[config.mk]
export PLATFORM = sky130hd
export DESIGN_NAME = crc_stream_engine
export DESIGN_NICKNAME = d
export VERILOG_FILES = /design/src/rtl/crc_stream_engine.sv
export SDC_FILE = /design/constraint.sdc
export NUM_CORES = 1
export LEC_CHECK = 0
export BUFFER_PORTS_ARGS = -buffer_cell sky130_fd_sc_hd__buf_2
export CELL_PAD_IN_SITES_DETAIL_PLACEMENT = 0
export CELL_PAD_IN_SITES_GLOBAL_PLACEMENT = 1
export CORE_MARGIN = 5
export CORE_UTILIZATION = 41
export DETAILED_ROUTE_END_ITERATION = 6
export PLACE_DENSITY = 0.8
export RECOVER_POWER = 100
export REMOVE_ABC_BUFFERS = 1
export SKIP_LAST_GASP = 1
export SYNTH_ARGS = -nofsm -noshare
export SYNTH_HDL_FRONTEND = slang
export SYNTH_SLANG_ARGS = --single-unit
[constraint.sdc]
create_clock -name clk -period 3.2 [get_ports clk]
set_input_delay 0.96 -clock clk [delete_from_list [all_inputs] [get_ports clk]]
set_output_delay 0.96 -clock clk [all_outputs]
set_load 0.005 [all_outputs]
[src/rtl/crc_stream_engine.sv]
// Streaming reflected-CRC engine: generate mode appends the CRC after the payload,
// check mode passes the frame through and compares the register against RESIDUE.
module crc_stream_engine #(
  parameter int               CRC_W   = 16,
  parameter logic [CRC_W-1:0] POLY    = 16'hA001,
  parameter logic [CRC_W-1:0] INIT    = 16'hFFFF,
  parameter logic [CRC_W-1:0] XOROUT  = 16'h0000,
  parameter logic [CRC_W-1:0] RESIDUE = 16'h0000,
  parameter int               LEN_W   = 16
) (
  input  logic             clk,
  input  logic             rst,
  input  logic             clr,
  input  logic             mode_i,
  input  logic [7:0]       s_data_i,
  input  logic             s_valid_i,
  input  logic             s_last_i,
  output logic             s_ready_o,
  output logic [7:0]       m_data_o,
  output logic             m_valid_o,
  output logic             m_last_o,
  input  logic             m_ready_i,
  output logic [CRC_W-1:0] crc_o,
  output logic [LEN_W-1:0] len_o,
  output logic             done_o,
  output logic             crc_ok_o,
  output logic             busy_o
);

  // Handshake: a byte moves on either side only in a cycle where valid and ready
  // are both high; m_valid_o/m_data_o/m_last_o are held stable until taken.

  typedef enum logic {S_DATA = 1'b0, S_APPEND = 1'b1} state_e;

  localparam logic [1:0] LAST_IDX = 2'(CRC_W / 8 - 1);

  state_e           state_q, state_d;
  logic [CRC_W-1:0] crc_q, crc_d;
  logic [CRC_W-1:0] shift_q, shift_d;
  logic [1:0]       idx_q, idx_d;
  logic [LEN_W-1:0] len_q, len_d;
  logic [7:0]       m_data_q, m_data_d;
  logic             m_valid_q, m_valid_d;
  logic             m_last_q, m_last_d;
  logic             done_q, done_d;
  logic             crc_ok_q, crc_ok_d;
  logic             busy_q, busy_d;
  logic             mode_q, mode_d;
  logic             first_q, first_d;

  logic             reg_free;
  logic             accept;
  logic             mode_eff;
  logic [CRC_W-1:0] crc_upd;

  function automatic logic [CRC_W-1:0] crc_byte(input logic [CRC_W-1:0] c,
                                                input logic [7:0] b);
    logic [CRC_W-1:0] x;
    x = c ^ CRC_W'(b);
    for (int i = 0; i < 8; i++) begin
      x = x[0] ? ((x >> 1) ^ POLY) : (x >> 1);
    end
    return x;
  endfunction

  always_comb begin
    state_d   = state_q;
    crc_d     = crc_q;
    shift_d   = shift_q;
    idx_d     = idx_q;
    len_d     = len_q;
    m_data_d  = m_data_q;
    m_valid_d = m_valid_q;
    m_last_d  = m_last_q;
    done_d    = 1'b0;
    crc_ok_d  = crc_ok_q;
    busy_d    = busy_q;
    mode_d    = mode_q;
    first_d   = first_q;

    reg_free  = !m_valid_q || m_ready_i;
    s_ready_o = (state_q == S_DATA) && reg_free;
    accept    = s_valid_i && s_ready_o;
    mode_eff  = first_q ? mode_i : mode_q;
    crc_upd   = crc_byte(crc_q, s_data_i);

    if (reg_free) m_valid_d = 1'b0;

    unique case (state_q)
      S_DATA: begin
        if (accept) begin
          crc_d     = crc_upd;
          m_valid_d = 1'b1;
          m_data_d  = s_data_i;
          m_last_d  = s_last_i && mode_eff;
          len_d     = first_q ? LEN_W'(1) : ((&len_q) ? len_q : len_q + LEN_W'(1));
          mode_d    = mode_eff;
          first_d   = 1'b0;
          busy_d    = 1'b1;
          if (s_last_i) begin
            if (!mode_eff) begin
              shift_d = crc_upd ^ XOROUT;
              idx_d   = 2'd0;
              state_d = S_APPEND;
            end else begin
              crc_ok_d = (crc_upd == RESIDUE);
              done_d   = 1'b1;
              crc_d    = INIT;
              first_d  = 1'b1;
              busy_d   = 1'b0;
            end
          end
        end
      end
      S_APPEND: begin
        if (reg_free) begin
          m_valid_d = 1'b1;
          m_data_d  = shift_q[7:0];
          m_last_d  = 1'b0;
          shift_d   = shift_q >> 8;
          idx_d     = idx_q + 2'd1;
          if (idx_q == LAST_IDX) begin
            m_last_d = 1'b1;
            done_d   = 1'b1;
            crc_ok_d = 1'b1;
            crc_d    = INIT;
            first_d  = 1'b1;
            busy_d   = 1'b0;
            state_d  = S_DATA;
          end
        end
      end
      default: state_d = S_DATA;
    endcase

    // Abort wins over anything accepted this cycle; the last result is kept.
    if (clr) begin
      state_d   = S_DATA;
      crc_d     = INIT;
      len_d     = '0;
      idx_d     = 2'd0;
      m_valid_d = 1'b0;
      m_last_d  = 1'b0;
      done_d    = 1'b0;
      crc_ok_d  = crc_ok_q;
      busy_d    = 1'b0;
      first_d   = 1'b1;
    end
  end

  always_ff @(posedge clk) begin
    if (rst) begin
      state_q   <= S_DATA;
      crc_q     <= INIT;
      shift_q   <= '0;
      idx_q     <= 2'd0;
      len_q     <= '0;
      m_data_q  <= 8'h00;
      m_valid_q <= 1'b0;
      m_last_q  <= 1'b0;
      done_q    <= 1'b0;
      crc_ok_q  <= 1'b0;
      busy_q    <= 1'b0;
      mode_q    <= 1'b0;
      first_q   <= 1'b1;
    end else begin
      state_q   <= state_d;
      crc_q     <= crc_d;
      shift_q   <= shift_d;
      idx_q     <= idx_d;
      len_q     <= len_d;
      m_data_q  <= m_data_d;
      m_valid_q <= m_valid_d;
      m_last_q  <= m_last_d;
      done_q    <= done_d;
      crc_ok_q  <= crc_ok_d;
      busy_q    <= busy_d;
      mode_q    <= mode_d;
      first_q   <= first_d;
    end
  end

  assign m_data_o  = m_data_q;
  assign m_valid_o = m_valid_q;
  assign m_last_o  = m_last_q;
  assign crc_o     = crc_q;
  assign len_o     = len_q;
  assign done_o    = done_q;
  assign crc_ok_o  = crc_ok_q;
  assign busy_o    = busy_q;

endmodule

==> results.md, run 1 <==
* Switching share of power at between 20% and 30%
* Number of global-route vias before repair at between 2k and 3k
* Placed Area at between 3000 and 4000 um^2
* CTS Buf Count at 9
* Highest attainable clock frequency at 0.347 GHz
* VDD IR max at roughly 0.24 mV
* Via count at around 2.8k
* Hold path start: shift_q[8]
* Die Span X at just under 100 um
* Filler Cell Count at between 700 and 800
* Routed WL at between 7000 and 8000 um
* Psw at 519 uW
* Most frequent cells in the layout: dfxtp_1, nor2_1, nand2_1, clkbuf_1, buf_2
* Pwr/cell area at roughly 520 nW/um^2
* FF+latch count, synth at between 60 and 70
* Final period util at 90.0%
* Clk sinks at 66
* Reg power frac at 45.9%
* FF-to-FF Start: crc_o[0]
* Mapped Area at around 3000 um^2
* Gpl congestion at between 0.7 and 0.8
* Hold WC Path Type: flop to flop
* DRT iter0 DRCs at 125
* WS Path Type: primary input to flop
* Core Rows at 31
* Initial antenna violation count at 0
* Post_cts resized at 0
* Die footprint at just over 9000 um^2
* Clock power frac at 37.6%
* Cell-internal power at about 1400 uW
* Max-cap viol count at 0
* Outcome: completed
* CTS root buf: clkbuf_8
* Worst EP arrival at roughly 3100 ps
* Fin. max-slew vios at 0
* Final Hold Viols at 0
* EDFF count, synth at 0
* Synthesized instance count at 348
* Core area at 7290 um^2
* Avg Vias per Cell at 5.30
* Wire per inst at approximately 15 um
* # nets final at 436
* Asr flop ratio synth at 0%
* Total iterations of the first detailed-routing run at 4
* Die Y at between 90 and 100 um
* Setup Fix Bufs, Post-CTS at 0
* Final setup violation count at 0
* Total track usage at a little under a fifth
* Yosys warns at 0
* Cts hold-fix bufs at 0
* Post-DP HPWL at about 5700 um
* Num ports at slightly above 60
* I/O Buffers at 60
* Layout cell share with drive strength beyond 1 at 16.8%
* Design area at approximately 3700 um^2
* RSZ-0062 raised after global routing: no
* Skew final at around 12 ps
* WHS at 456 ps
* Crit Path Max Fanout at 2
* Number of inserted diodes at 0
* Worst path required time at about 3500 ps
* Post-route ant nets at 0
* Post-layout util at 50.9%
* CP endpoint kind: flop
* Critical path origin: s_data_i[0]
* Grt total ovfl at 0
* Largest net degree at the start of global routing at 19
* Sequential fraction of the synthesis area at 43.0%
* Initial Util at 42.2%
* # DRC at 0
* Leak at between 0.001 and 0.0015 uW
* Maximum clock path buffer count at 2
* # H-tree levels at 3
* Syn_area_per_cell at around 8.8 um^2
* Crit path launch type: primary input
* Latest clock arrival within the worst-skew pair at about 340 ps
* Synth cell types at 46
* Post-synthesis to final-layout area growth at 20.6%
* Min Tclk post-route at approximately 2900 ps
* Max-slew headroom at 24.9%
* Slew @ Worst Pin at roughly 1100 ps
* Commonest non-fill, non-tap cell in the layout: dfxtp_1
* CTS clk-pin slew, worst paths at around 70 ps
* Global-route wire length before repair at around 13000 um
* Comb pwr share at 16.5%
* Dominant synthesized flop cell: dfxtp_1
* CTS tree: done
==> path summary, 6_finish.rpt <==
| kind | end | slack [ps] | depth (start not counted) |
|---|---|---|---|
| setup reg to reg | crc_ok_o | 670 | 10 |
| hold reg to reg | shift_q[8] | 460 | 2 |
| hold / removal | shift_q[8] | 460 | 2 |
| setup / recovery | crc_ok_o | 320 | 11 |
==> metal layers <==
layer	share of wire [%]	wire length, um	GRT usage (%)
met2	45	3560	27.3
met4	1.2	98	6.66
met5	0	0	0
met3	5.3	417	3.95
met1	48	3810	25.5
==> sequential cells by signal, summed over array words and instances (netlist names) <==
register,cells
mode_q,1
crc_o,16
len_o,16
m_valid_o,1
first_q,1
shift_q,16
state_q,1
idx_q,2
done_o,1
m_data_o,8
m_last_o,1
crc_ok_o,1
busy_o,1
==> cell usage after synthesis, types with 2 or more instances <==
master	n	area (um^2)
nand3_1	9	45.0
inv_1	7	26.3
a21oi_1	12	60.1
nand2b_1	3	18.8
nor3b_1	2	15.0
or3_1	2	12.5
nor4_1	6	37.5
clkbuf_1	13	48.8
xnor3_1	2	45.0
and4_1	3	26.3
dfxtp_1	66	1320
a22oi_1	2	15.0
xnor2_2	3	48.8
buf_2	4	20.0
a211oi_1	23	173
buf_1	3	11.3
nand4_1	4	25.0
nand2_1	34	128
nor3_1	3	15.0
xor2_1	5	43.8
and3_2	2	15.0
nor2b_1	3	18.8
mux2i_1	19	190
nor2_1	51	191
a311oi_1	2	17.5
ha_1	3	37.5
xnor2_1	21	184
and2_1	2	12.5
o22ai_1	16	100
o21ai_0	7	35.0
==> critical path: stages <==
cell and delay, ps:
clkbuf_1 90, xnor2_1 260, xnor2_1 220, xnor3_1 460, inv_1 70, ha_1 250
xnor2_1 200, nand4b_1 110, nor4_1 180, nand3b_1 110, a211oi_1 220
==> layout make-up <==
class                      instances  area [um^2]  share of cell area [%]
clock inverter                     4         50.0                    1.35
inverter                           7         26.3                   0.709
clock buffer                      12          155                    4.18
sequential                        66         1320                    35.6
timing repair buffer              80          398                    10.7
tap                               99          124                    3.34
multi-input combinational        254         1630                    44.1
==> power groups by stage <==
| stage | clock (uW) | combinational, uW | sequential [uW] |
|---|---|---|---|
| finish | 722 | 316 | 880 |
| global route | 779 | 352 | 885 |
| CTS | 737 | 325 | 880 |
| detailed placement | 0 | 324 | 899 |
| global placement | 0 | 320 | 899 |
| floorplan | 0 | 186 | 898 |
==> kinds of logic (layout without fill, tap and decap cells) <==
| family | count (synthesis) | count (layout) | share of synthesized area [%] |
|---|---|---|---|
| simple gates | 131 | 131 | 20.3 |
| compound gates | 70 | 70 | 15.2 |
| flops | 66 | 66 | 43.0 |
| xor+xnor | 31 | 31 | 10.5 |
| buf+inv | 28 | 103 | 3.62 |
| mux | 19 | 19 | 6.19 |
| fa+ha+maj | 3 | 3 | 1.22 |
==> metrics by stage <==
step | setup slack, ps | total power [uW] | instances | TNS (ps)
after CTS | 312 | 1940 | 522 | 0
after global placement | 32.0 | 1220 | 506 | 0
after global routing | 14.4 | 2020 | 522 | 0
after detailed placement | -32.3 | 1220 | 506 | -32.3
final | 321 | 1920 | 522 | 0
after floorplan | 171 | 1080 | 327 | 0
Note: power is estimated with default switching activity, not from simulation.
==> inputs of run 2 (changes only) <==
==> constraint.sdc (replaced) <==
create_clock -name clk -period 2.76 [get_ports clk]
set_input_delay 0.828 -clock clk [delete_from_list [all_inputs] [get_ports clk]]
set_output_delay 0.828 -clock clk [all_outputs]
set_load 0.005 [all_outputs]
==> results.md, run 2 (synthesized netlist as in run 1, its figures left out) <==
* Outcome: finished with violations
* Failing checks: negative setup slack
* DRT iter0 DRCs at 110
* Via count at approximately 2.8k
* Number of inserted diodes at 0
* Latest clock arrival within the worst-skew pair at 340 ps
* Crit Path Max Fanout at 3
* Cts hold-fix bufs at 0
* Post-synthesis to final-layout area growth at 24.0%
* Min Tclk post-route at roughly 2800 ps
* Final setup violation count at 1
* CP Cell Sequence: buf_2, xnor2_1, buf_4, xnor3_1, xnor3_1, inv_1, ha_4, xnor2_2, nand4b_1, nor4_1, nand3b_1, a211oi_2
* Die Span X at roughly 97 um
* Setup WS pre-CTS at -367 ps
* WS Path Type: primary input to flop
* Layout cell share with drive strength beyond 1 at between 20% and 30%
* Number of global-route vias before repair at roughly 2.6k
* Hold WC Path Type: flop to flop
* Post-DP HPWL at about 5700 um
* Core area at roughly 7300 um^2
* Die Y at about 97 um
* Maximum clock path buffer count at 2
* Routed WL at between 8000 and 9000 um
* Grt total ovfl at 0
* # DRC at 0
* Fin. max-slew vios at 0
* CTS root buf: clkbuf_8
* Post-route ant nets at 0
* Clk sinks at 66
* Crit path launch type: primary input
* Die footprint at 9330 um^2
* Gpl congestion at between 0.7 and 0.8
* Num ports at 61
* Core Rows at 31
* Max-slew headroom at between 10% and 20%
* WHS at about 460 ps
* Initial Util at 42.2%
* VDD IR max at between 0.3 and 0.4 mV
* Worst path required time at 3030 ps
* Initial antenna violation count at 0
* Slew @ Worst Pin at about 1200 ps
* Pwr/cell area at approximately 610 nW/um^2
* Max-cap viol count at 0
* Crit path buffers/inverters at 3
* CTS clk-pin slew, worst paths at approximately 70 ps
* Global-route wire length before repair at approximately 13000 um
* Wire per inst at ~15 um
* Avg Vias per Cell at around 5.3
* Final period util at 103%
* I/O Buffers at 60
* Worst EP arrival at 3110 ps
* Setup WS post-layout at -86.3 ps
* Skew final at between 10 and 15 ps
* CTS tree: done
* Final Power at 2310 uW
* Largest net degree at the start of global routing at 26
* # H-tree levels at 3
* Crit path top cell by count: xnor3_1
* Final Hold Viols at 0
* CP endpoint kind: flop
* Leak at between 0.001 and 0.0015 uW
* CP delay by family, top: XOR/XNOR gates
* RSZ-0062 raised after global routing: yes
* Most frequent cells in the layout: dfxtp_1, nor2_1, buf_2, nand2_1, clkbuf_1
* Total iterations of the first detailed-routing run at 4
* CTS Buf Count at 9
* Commonest non-fill, non-tap cell in the layout: dfxtp_1
* Worst path max stage delay at between 300 and 400 ps
* Total track usage at a little under a fifth
* Highest attainable clock frequency at 0.351 GHz
* # nets final at ~440
* Slowest-stage cell, CP: xnor3_1
-- run 2: cell count changes in the layout (fill, tap and decap cells not counted), sizes merged --
cell,before,now
buf,47,61
clkbuf,45,34
clkinvlp,2,0
bufinv,1,2
-- run 2: stage by stage --
step           setup TNS [ps]  utilization [%]  instance area, um^2  std cells
2_1_floorplan            -137                -                 2990        327
3_3_place_gp             -386             49.0                 3570        507
3_5_place_dp             -650             49.0                 3570        507
4_1_cts                     0             51.9                 3790        522
5_1_grt                  -178             52.3                 3810        524
6_report                -86.3             52.3                 3810        524
-- run 2: cell type report --
type | instances | area, um^2
Clock buffer | 12 | 135
Clock inverter | 3 | 65.1
Fill cell | 735 | 3480
Inverter | 7 | 26.3
Multi-Input combinational cell | 254 | 1700
Sequential cell | 66 | 1320
Tap cell | 99 | 124
Timing Repair Buffer | 83 | 443
-- run 2: timing repair --
action                     4_1_cts  5_1_grt
gates resized for setup          2        5
setup buffers                    0        2
pin swaps                        0        5
gates cloned                     0        0
setup endpoints to repair        1        1
-- run 2: layer usage --
layer / global-route usage [%] / up-vias / wire length (um)
met5: 0 / - / 0
li1: - / 1374 / -
met1: 25.6 / 1316 / 3920
met3: 3.25 / 12 / 407
met2: 27.7 / 70 / 3570
met4: 6.66 / 0 / 107
-- run 2: worst paths after layout --
check | from | end | slack [ps] | depth (start not counted)
max reg2reg | crc_o[0] | crc_ok_o | 130 | 10
min reg2reg | shift_q[8] | shift_q[8] | 460 | 2
max | s_data_i[3] | crc_ok_o | -90 | 12
min | shift_q[8] | shift_q[8] | 460 | 2
-- run 2: where the power goes --
| group | total, uW | switching (uW) | leakage [uW] | internal [uW] |
|---|---|---|---|---|
| logic | 427 | 222 | 0.000777 | 205 |
| clock network | 859 | 356 | 0.000100 | 504 |
| registers | 1020 | 28.4 | 0.000538 | 993 |
-- run 2: worst reg2reg max path, cell delays in order (launching register included) --
cell and delay, ps:
dfxtp_1 360, xnor2_2 270, xnor2_2 170, xnor3_1 430, inv_1 100, ha_4 210
xnor2_2 170, nand4b_1 110, nor4_1 360, nand3b_1 160, a211oi_2 190
==> inputs of run 3 (changes only) <==
--- a/config.mk
+++ b/config.mk
@@ -8,10 +8,9 @@
 export BUFFER_PORTS_ARGS = -buffer_cell sky130_fd_sc_hd__buf_2
 export CELL_PAD_IN_SITES_DETAIL_PLACEMENT = 0
 export CELL_PAD_IN_SITES_GLOBAL_PLACEMENT = 1
-export CORE_MARGIN = 5
-export CORE_UTILIZATION = 41
+export CORE_UTILIZATION = 40
 export DETAILED_ROUTE_END_ITERATION = 6
-export PLACE_DENSITY = 0.8
+export PLACE_DENSITY = 0.79
 export RECOVER_POWER = 100
 export REMOVE_ABC_BUFFERS = 1
 export SKIP_LAST_GASP = 1
==> results.md, run 3 (synthesized netlist as in run 1, its figures left out) <==
* Fin. max-slew vios at 0
* Most frequent cells in the layout: dfxtp_1, nor2_1, nand2_1, clkbuf_1, buf_2
* Die Span X at 89.7 um
* Slowest-stage cell, CP: xnor3_1
* I/O Buffers at 60
* Crit path launch type: primary input
* Skew final at 8.92 ps
* Die Y at ~90 um
* CTS clk-pin slew, worst paths at roughly 70 ps
* Post-route ant nets at 0
* Post-synthesis to final-layout area growth at 20.7%
* Maximum clock path buffer count at 2
* Global-route wire length before repair at roughly 12000 um
* Cts hold-fix bufs at 0
* Largest net degree at the start of global routing at 20
* Total iterations of the first detailed-routing run at 6
* Core area at ~7300 um^2
* VDD IR max at around 0.24 mV
* Worst path required time at roughly 3000 ps
* Psw at around 610 uW
* Crit path buffers/inverters at 2
* Final Power at between 2000 and 2500 uW
* CTS root buf: clkbuf_8
* RSZ-0062 raised after global routing: yes
* WHS at 452 ps
* Hold path start: m_last_o
* FF-to-FF Start: crc_o[1]
* # H-tree levels at 3
* Avg Vias per Cell at about 5.2
* Setup WS post-layout at 8.52 ps
* Reg power frac at 46.2%
* Setup Fix Bufs, Post-CTS at 0
* Post_cts resized at 0
* Outcome: completed
* Slew @ Worst Pin at between 1000 and 1500 ps
* Filler Cell Count at about 750
* # DRC at 0
* Sequential cell area at 1320 um^2
* Worst EP arrival at approximately 3000 ps
* CP endpoint kind: flop
* Comb pwr share at 16.7%
* Leak at approximately 0.0013 uW
* WS Path Type: primary input to flop
* Cell-internal power at approximately 1600 uW
* Final period util at between 90% and 100%
* Initial antenna violation count at 0
* Worst Hold Depth at 2
* Max-slew headroom at 22.4%
* Min Tclk post-route at ~2800 ps
* Crit path top cell by count: xnor2_1
* Latest clock arrival within the worst-skew pair at 350 ps
* Grt total ovfl at 0
* Reg2Reg Depth at 10
* # nets final at about 440
* Wire per inst at approximately 15 um
* Max-cap viol count at 0
* Post-DP HPWL at 5260 um
* Clock power frac at 37.1%
* Final setup violation count at 0
* Area of the multi-input gates at 1640 um^2
* Worst path max stage delay at between 400 and 500 ps
* Routed WL at 7680 um
* Placed Area at between 3000 and 4000 um^2
* Via count at between 2k and 3k
* Pwr/cell area at between 500 and 600 nW/um^2
* Hold WC Path Type: flop to flop
* Design area at between 3000 and 4000 um^2
* CP Cell Sequence: buf_2, xnor2_1, xnor2_1, xnor3_1, inv_1, ha_1, xnor2_1, nand4b_1, nor4_1, nand3b_1, a211oi_1
* Sum of negative setup slack at 0 ps
* Layout cell share with drive strength beyond 1 at between 15 and 20%
* CTS tree: done
* Core Rows at 31
* Number of inserted diodes at 0
* Crit Reg-Reg Endpoint: crc_ok_o
* Initial Util at roughly two fifths
* Switching share of power at between 20 and 30%
* Hold Path Sink: m_last_o
* R2R Setup Slk at ~230 ps
* Clk sinks at 66
* Final Hold Viols at 0
* Total track usage at 20.1%
* DRT iter0 DRCs at around 110
* Die footprint at around 8000 um^2
* CTS Buf Count at 9
* Crit Path Max Fanout at 2
* Highest attainable clock frequency at about 0.36 GHz
* Gpl congestion at 0.812
* Number of global-route vias before repair at approximately 2.4k
* Num ports at approximately 60
* CP delay by family, top: XOR/XNOR gates
* Commonest non-fill, non-tap cell in the layout: dfxtp_1
* Setup WS pre-CTS at -308 ps
[run 3: area by class of cell]
class,count,area share (%)
Clock inverter,5,1.45
Timing Repair Buffer,81,10.9
Inverter,7,0.708
Tap cell,99,3.34
Multi-Input combinational cell,254,44.1
Sequential cell,66,35.6
Clock buffer,11,3.81
[run 3: per-stage QoR]
| stage | util [%] | cells |
|---|---|---|
| after CTS | 51.4 | 523 |
| after global routing | 50.6 | 523 |
| after global placement | 48.7 | 507 |
| after detailed placement | 48.7 | 507 |
| after floorplan | - | 327 |
| final | 50.6 | 523 |
[run 3: power by group through the flow]
stage / combinational [uW] / sequential [uW] / clock (uW)
6_report: 370 / 1020 / 822
5_1_grt: 413 / 1030 / 877
4_1_cts: 379 / 1020 / 839
3_5_place_dp: 376 / 1040 / 0
3_3_place_gp: 373 / 1040 / 0
2_1_floorplan: 215 / 1040 / 0
[run 3: per-layer routing]
metal	wire (um)	vias up	track usage (%)	part of all wire [%]
li1	-	1380	-	-
met1	3940	1267	28.2	51
met2	3290	50	29.5	43
met3	323	11	4.75	4.2
met4	124	0	8.08	1.6
met5	0	-	0	0
[run 3: how the worst max path moves through the flow]
stage	start	to	slack [ps]	depth (start not counted)
2_1_floorplan	s_data_i[6]	crc_ok_o	-140	10
3_3_place_gp	s_data_i[0]	crc_ok_o	-230	11
3_5_place_dp	s_data_i[1]	crc_ok_o	-310	11
4_1_cts	s_data_i[1]	crc_ok_o	40	11
5_1_grt	s_data_i[1]	crc_ok_o	-220	11
6_report	s_data_i[0]	crc_ok_o	9	11
[run 3: tightest hold or removal path, delay by kind of cell (launching register included)]
kind	cells	cell delay [ps]
and+or+nand+nor	1	50
DFF	1	310
AOI/OAI and AO/OA	1	50
